File: src/rtl/dest_pkg.sv
// Shared types for the destination-register pipeline.
// Stage entries carry a fixed-width dest field; modules use the low REG_AW bits.
package dest_pkg;

  localparam int DEST_W = 8;

  typedef enum logic [1:0] {
    DST_RT   = 2'b00,
    DST_RD   = 2'b01,
    DST_LINK = 2'b10,
    DST_NONE = 2'b11
  } regdst_e;

  typedef struct packed {
    logic [DEST_W-1:0] dest;
    logic              wen;
  } entry_t;

  function automatic int fwd_sel_w(input int stages);
    return $clog2(stages + 1);
  endfunction

endpackage

File: src/rtl/dest_match.sv
// One-source hazard detector and youngest-match priority encoder
// over the in-flight destination stages.
module dest_match
  import dest_pkg::*;
#(
  parameter int REG_AW   = 2,
  parameter int STAGES   = 3,
  parameter int ZERO_REG = 0
) (
  input  entry_t [STAGES-1:0] stg,
  input  logic   [REG_AW-1:0] src,
  output logic                hazard,
  output logic   [3:0]        sel
);

  localparam int SW = fwd_sel_w(STAGES);

  logic [STAGES-1:0] hit;
  logic [SW-1:0]     enc;

  always_comb begin
    hit = '0;
    for (int k = 0; k < STAGES; k++)
      hit[k] = stg[k].wen && (stg[k].dest == DEST_W'(src));
    if (ZERO_REG != 0 && src == '0)
      hit = '0;
  end

  // Walk oldest to youngest so the lowest stage index wins.
  always_comb begin
    enc = '0;
    for (int k = STAGES - 1; k >= 0; k--)
      if (hit[k])
        enc = SW'(k + 1);
  end

  assign hazard = |hit;
  assign sel    = 4'(enc);

endmodule

File: src/rtl/dest_pipe.sv
// Destination-register select and pipeline with stall/flush,
// write-back port and per-source hazard/forwarding selects.
module dest_pipe
  import dest_pkg::*;
#(
  parameter int INSTR_W  = 8,
  parameter int REG_AW   = 2,
  parameter int RD_LSB   = 0,
  parameter int RT_LSB   = 2,
  parameter int STAGES   = 3,
  parameter int ZERO_REG = 0,
  parameter int LINK_REG = 2**REG_AW - 1
) (
  input  logic               Clk,
  input  logic               Clear_n,
  input  logic [INSTR_W-1:0] Instruction,
  input  logic [1:0]         RegDst,
  input  logic               RegWrite,
  input  logic               Stall,
  input  logic               Flush,
  input  logic [REG_AW-1:0]  Src_A,
  input  logic [REG_AW-1:0]  Src_B,
  output logic [REG_AW-1:0]  Write_Register,
  output logic               Write_Enable,
  output logic               Hazard_A,
  output logic               Hazard_B,
  output logic [3:0]         Fwd_A_Sel,
  output logic [3:0]         Fwd_B_Sel
);

  entry_t [STAGES-1:0] stg;
  entry_t              cap;
  regdst_e             mode;
  logic [REG_AW-1:0]   sel_dest;
  logic                instr_unused;

  assign mode         = regdst_e'(RegDst);
  assign instr_unused = ^Instruction;

  always_comb begin
    sel_dest = '0;
    unique case (1'b1)
      mode == DST_RT:   sel_dest = Instruction[RT_LSB +: REG_AW];
      mode == DST_RD:   sel_dest = Instruction[RD_LSB +: REG_AW];
      mode == DST_LINK: sel_dest = REG_AW'(LINK_REG);
      mode == DST_NONE: sel_dest = '0;
    endcase
  end

  always_comb begin
    cap      = '0;
    cap.dest = DEST_W'(sel_dest);
    cap.wen  = RegWrite && (mode != DST_NONE)
               && !(ZERO_REG != 0 && sel_dest == '0);
  end

  // Stall parks stage0 and feeds a bubble so it cannot retire twice.
  always_ff @(posedge Clk) begin
    if (!Clear_n) begin
      stg <= '0;
    end else begin
      for (int k = 2; k < STAGES; k++)
        stg[k] <= stg[k-1];
      if (Flush) begin
        stg[0] <= '0;
        stg[1] <= '0;
      end else if (Stall) begin
        stg[1] <= '0;
      end else begin
        stg[0] <= cap;
        stg[1] <= stg[0];
      end
    end
  end

  assign Write_Register = stg[STAGES-1].dest[REG_AW-1:0];
  assign Write_Enable   = stg[STAGES-1].wen;

  dest_match #(
    .REG_AW   (REG_AW),
    .STAGES   (STAGES),
    .ZERO_REG (ZERO_REG)
  ) u_match_a (
    .stg    (stg),
    .src    (Src_A),
    .hazard (Hazard_A),
    .sel    (Fwd_A_Sel)
  );

  dest_match #(
    .REG_AW   (REG_AW),
    .STAGES   (STAGES),
    .ZERO_REG (ZERO_REG)
  ) u_match_b (
    .stg    (stg),
    .src    (Src_B),
    .hazard (Hazard_B),
    .sel    (Fwd_B_Sel)
  );

endmodule

File: config.mk
export PLATFORM = sky130hd
export DESIGN_NAME = dest_pipe
export DESIGN_NICKNAME = d
export VERILOG_FILES = /design/src/rtl/dest_pkg.sv /design/src/rtl/dest_match.sv /design/src/rtl/dest_pipe.sv
export SDC_FILE = /design/constraint.sdc
export NUM_CORES = 1
export LEC_CHECK = 0
export CAP_MARGIN = 20
export CORE_MARGIN = 5
export CORE_UTILIZATION = 25
export CTS_CLUSTER_SIZE = 30
export DETAILED_ROUTE_END_ITERATION = 8
export PLACE_DENSITY = 0.64
export SLEW_MARGIN = 40
export SYNTH_ARGS = -nofsm -noshare
export SYNTH_HDL_FRONTEND = slang
export SYNTH_SLANG_ARGS = --single-unit
File: constraint.sdc
create_clock -name Clk -period 0.85 [get_ports Clk]
set_input_delay 0.17 -clock Clk [delete_from_list [all_inputs] [get_ports Clk]]
set_output_delay 0.17 -clock Clk [all_outputs]
set_load 0.03 [all_outputs]
==> metrics.yaml, run 1 <==
sta:
  fin_ws_ps: -578
  fin_crit_sh: 1.68
  hold_ws_ps: 293
  setup_viol: 9
  fin_skew_ps: 0.431
  finalHoldViolations: 0
  tns_ps: -3710
  max_freq_ghz: 0.700
  finalCriticalPeriod_ps: 1430
  rsz0062_at_grt: "yes"
  slew_violations: 0
finish:
  utilization: 0.580
  drive_gt1_frac: 0.625
  areaGrowthSynthToFinish_pct: 116
  multi_input_area_sq_um: 613
  nFillCells: 175
  diodes: 0
  regArea_sq_um: 206
  finalNetCount: 116
worst_setup_path:
  crit_start: "stg[10]"
  crit_type: "reg2out"
  reg2reg_from: "stg[9]"
  path_max_fanout: 3
  cp.arrival_ps: 1260
  rr_worst_depth: 2
  end_kind: "output pin"
  worstSetupStartpointType: "flop"
  worstPathRequired_ps: 680
yosys:
  synth-compound-area-share: 0.120
  synth_enable_flop_cells: 0
  yosysMostFrequentCell: "xnor2_1"
  synth_top_family_by_area: "simple AND/OR/NAND/NOR gates"
  synthMuxAreaShare: 0
  synth-seq-cells: 9
  synth.top_cell.area_share: 0.331
  netlist_top_cells_count: "xnor2_1 (12), dfxtp_1 (9), nand3_1 (8), and2_1 (6), buf_4 (6)"
  synthXorXnorAreaFrac: 0.193
  synth_fa_ha_area_frac: 0
  ys_seq_area_frac: 0.331
  synth_area_per_cell_sq_um: 8.50
  yosys.area_share.simple: 0.267
  synth_area_leader_cell: "dfxtp_1"
  ys_async_sr_fraction: 0
  synth_cell_types: 17
  syn_area_sq_um: 544
  synth_area_leaders: "dfxtp_1 (33%), xnor2_1 (19%), buf_4 (8.3%), nand3_1 (7.4%), and2_1 (6.9%)"
  synth_warnings: 0
  synthFlopType: "dfxtp_1"
  synth_cells: 64
clocking:
  path_clk_slew_ps: 60
  cts_tree: "built"
  hold_buffers: 0
  clock_latency_ps: 250
  cts_root_buffer: "clkbuf_4"
  cts_made_buffers: 3
  cts_buffer_depth: 2
  htreeDepth: 1
  cts_num_sinks: 9
flow_run:
  cap_violations: 0
global_routing:
  grt_pass1_vias: 566
  grt_use_met3: 0.0252
  grt_use_total: 0.0901
  antenna_found_initial: 0
  grt-busiest-layer: "met2"
  met2_usage: 0.177
  grt_max_degree: 7
  met1_usage: 0.0880
  grt-ovfl-total: 0
  grt_pass1_wl_um: 2250
drt:
  routedWlPerCell_um: 12.1
  drc: 0
  drtAntennaViolNets: 0
  first_pass_iters: 2
  vias: 542
  viasPerCell: 4.41
  dr.first_iter.drc_count: 9
  wirelength_um: 1490
power_and_ir_drop:
  ir_drop_v: 0.000563
  finalPower_mw: 1.01
  p_per_area_mw_per_mm2: 863
  cellLeakagePower_nw: 0.505
die:
  rows: 16
  start_util: 0.269
  dieHeight_um: 56.7
  die-area_sq_mm: 0.00321
  core_area_sq_mm: 0.00202
  die-width_um: 56.7
  ios: 32
worst_hold_path:
  hp-class: "in2reg"
  min_path_cells: 3
  hp-start: "Clear_n"
place:
  io_buffers: 23
  place_congestion: 0.765
  post-place-ws_ps: -742
  place_hpwl_um: 1170
status:
  status: "finished, violations left"
  violations: "setup timing"
per-layer routing:
| metal | vias up | wire length [um] |
|---|---|---|
| li1 | 271 | - |
| met1 | 251 | 527 |
| met2 | 20 | 861 |
| met3 | 0 | 97 |
| met4 | 0 | 0 |
| met5 | - | 0 |
kinds of logic after synthesis:
family / count (synthesis)
other cells: 1
xor+xnor: 12
flops: 9
buf+inv: 6
simple gates: 27
compound gates: 9
critical path: stages (launching register included):
cell and delay (ps):
dfxtp_4 380, xnor2_4 150, and3_4 180, o21ai_4 150, buf_6 140
power breakdown:
group / switching [mW] / total [mW] / leakage (nW) / internal (mW)
clock: 0.139 / 0.319 / 0.0150 / 0.180
sequential: 0.0122 / 0.422 / 0.0783 / 0.410
combinational: 0.126 / 0.271 / 0.411 / 0.145
total: 0.278 / 1.01 / 0.505 / 0.735
cell usage in the layout (no fill, tap or decap), types with 4 or more instances in the layout:
cell | netlist | routed
nand2_1 | 4 | 4
dlygate4sd2_1 | 0 | 7
and2_1 | 6 | 6
buf_4 | 6 | 7
xnor2_2 | 0 | 6
xnor2_4 | 0 | 6
buf_6 | 0 | 10
dfxtp_4 | 0 | 7
conb_1 | 1 | 4
nand3_2 | 0 | 6
worst paths after layout:
kind / to / slack [ps]
setup / recovery: Fwd_B_Sel[0] / -580
hold / removal: Write_Register[0] / 290
setup reg to reg: Write_Enable / 50
hold reg to reg: Write_Register[1] / 560
flip-flops by register name (all words and copies together), names as in the netlist:
register        flops
Write_Enable        1
stg                 6
Write_Register      2
area by class of cell:
type / count / share of cell area
Timing Repair Buffer: 31 / 0.251
Tap cell: 27 / 0.0288
Multi-Input combinational cell: 52 / 0.522
Clock buffer: 4 / 0.0224
Sequential cell: 9 / 0.176
repair_timing:
action / CTS / global route
setup endpoints to repair: 11 / 13
pin swaps: 20 / 11
gates resized for setup: 38 / 20
setup buffers: 1 / 0
per-stage QoR:
step                      instances  cell area [sq um]
after detailed placement        118                918
final                           123               1170
after global placement          118                918
after CTS                       123               1070
after floorplan                  67                669
after global routing            123               1170
Note: power is estimated with default switching activity, not from simulation.
==> inputs of run 2 (changes only) <==
DONT_BUFFER_PORTS = 1   (was not set)
PLACE_DENSITY = 0.45   (was 0.64)
==> run 2 against run 1 <==
Net effect: the run still ends with setup timing left; register-to-register slack better by 70 ps; maximum frequency up 3.0%; flip-flop and latch count unchanged; hold slack worse by 260 ps; core utilization down 14 points; highest routed layer is now met4; sequential share of layout area up 4.9 points; power down 11%; via count down 14%.
==> metrics.yaml, run 2 (same netlist as run 1, synthesis figures left out) <==
power_and_ir_drop:
  p_sw_mw: 0.223
  p_per_area_mw_per_mm2: 1020
  netSwitchingFraction: 0.247
  cellInternalPower_mw: 0.679
  clock_power_share: 0.358
  seqPwrFrac: 0.472
  cellLeakagePower_nw: 0.339
  ir_drop_v: 0.000678
  pwr-share-comb: 0.170
worst_setup_path:
  cpLargestDelayFamily: "flip-flops"
  cp_slowest_cell: "dfxtp_4"
  rrSetupSlack_ps: 120
  rr_worst_depth: 2
  crit_chain: "xnor2_4 > nand3_4 > a21boi_4"
  reg2reg_from: "stg[9]"
  r2r-end: "Write_Enable"
  crit_cells: 3
  cp.arrival_ps: 1220
  worstSetupStartpointType: "flop"
  path_max_fanout: 3
  crit_type: "reg2out"
  end_kind: "output pin"
  worst_path_largest_cell_delay_ps: 410
  worstPathRequired_ps: 680
  critical_path_buf_inv_count: 0
status:
  status: "finished, violations left"
  violations: "setup timing"
global_routing:
  antenna_found_initial: 0
  grt_pass1_vias: 483
  grt_use_total: 0.0886
  grt-ovfl-total: 0
  grt_pass1_wl_um: 2150
  grt_max_degree: 8
sta:
  hold_ws_ps: 35.5
  rsz0062_at_grt: "yes"
  finalCriticalPeriod_ps: 1390
  fin_ws_ps: -536
  finalHoldViolations: 0
  setup_viol: 9
  max_freq_ghz: 0.721
  slew_violations: 0
  fin_skew_ps: 1.59
  fin_crit_sh: 1.63
die:
  start_util: 0.269
  core_area_sq_mm: 0.00202
  rows: 16
  die-width_um: 56.7
  dieHeight_um: 56.7
  die-area_sq_mm: 0.00321
  ios: 32
finish:
  utilization: 0.436
  finalNetCount: 94
  drive_gt1_frac: 0.554
  final_cell_mix: "nand3_2 (6), and2_1 (6), buf_4 (5)"
  largest_reg_flops: 6
  largest_register: "stg"
  areaGrowthSynthToFinish_pct: 61.8
  diodes: 0
drt:
  dr.first_iter.drc_count: 7
  viasPerCell: 4.61
  drtAntennaViolNets: 0
  first_pass_iters: 4
  drc: 0
  routedWlPerCell_um: 12.7
  vias: 466
  wirelength_um: 1280
clocking:
  hold_buffers: 0
  clock_latency_ps: 260
  htreeDepth: 1
  cts_num_sinks: 9
  cts_tree: "built"
  path_clk_slew_ps: 60
  cts_root_buffer: "clkbuf_4"
  cts_buffer_depth: 2
  cts_made_buffers: 3
place:
  place_congestion: 0.707
  io_buffers: 0
  place_hpwl_um: 1070
worst_hold_path:
  min_to: "Write_Enable"
  hp-class: "in2reg"
  hp-start: "Clear_n"
  min_path_cells: 1
flow_run:
  cap_violations: 0
[run 2: repair_timing]
action	in CTS	in global routing
pin swaps	8	4
gates cloned	0	0
resized for setup	17	5
setup endpoints to repair	9	9
setup buffers	1	0
[run 2: worst max-delay path by stage]
stage                           start      endpoint  slack, ps
floorplan           Write_Register[1]  Fwd_A_Sel[1]       -240
global placement              stg[10]  Fwd_A_Sel[1]       -300
detailed placement            stg[10]  Fwd_B_Sel[1]       -320
CTS                 Write_Register[0]  Fwd_B_Sel[1]       -550
global route                  stg[10]  Fwd_B_Sel[1]       -600
finish              Write_Register[1]  Fwd_B_Sel[1]       -540
[run 2: through the flow]
step | setup slack [ps] | TNS, ps | std cells | instance area [sq um] | power, mW
floorplan | -239 | -1210 | 67 | 669 | 0.560
global placement | -296 | -1520 | 96 | 718 | 0.565
detailed placement | -316 | -1630 | 96 | 718 | 0.566
CTS | -552 | -3560 | 101 | 843 | 0.906
global route | -595 | -3950 | 101 | 881 | 0.952
finish | -536 | -3450 | 101 | 881 | 0.902
[run 2: power groups by stage]
stage               clock (mW)  combinational [mW]  sequential [mW]
CTS                      0.335               0.146            0.425
global route             0.362               0.164            0.426
detailed placement           0               0.127            0.439
finish                   0.323               0.153            0.425
floorplan                    0               0.121            0.438
global placement             0               0.126            0.439
[run 2: per-layer routing]
metal,share of wire,track usage,vias to the layer above
met2,0.50,0.150,17
met3,0.095,0.0436,3
met5,0,0,-
met4,0.020,0.0508,0
met1,0.38,0.0863,216
li1,-,-,230
[run 2: layout make-up]
class | count | area, sq um
Multi-Input combinational cell | 52 | 541
Tap cell | 27 | 33.8
Fill cell | 193 | 1140
Timing Repair Buffer | 9 | 82.6
Clock buffer | 4 | 26.3
Sequential cell | 9 | 198
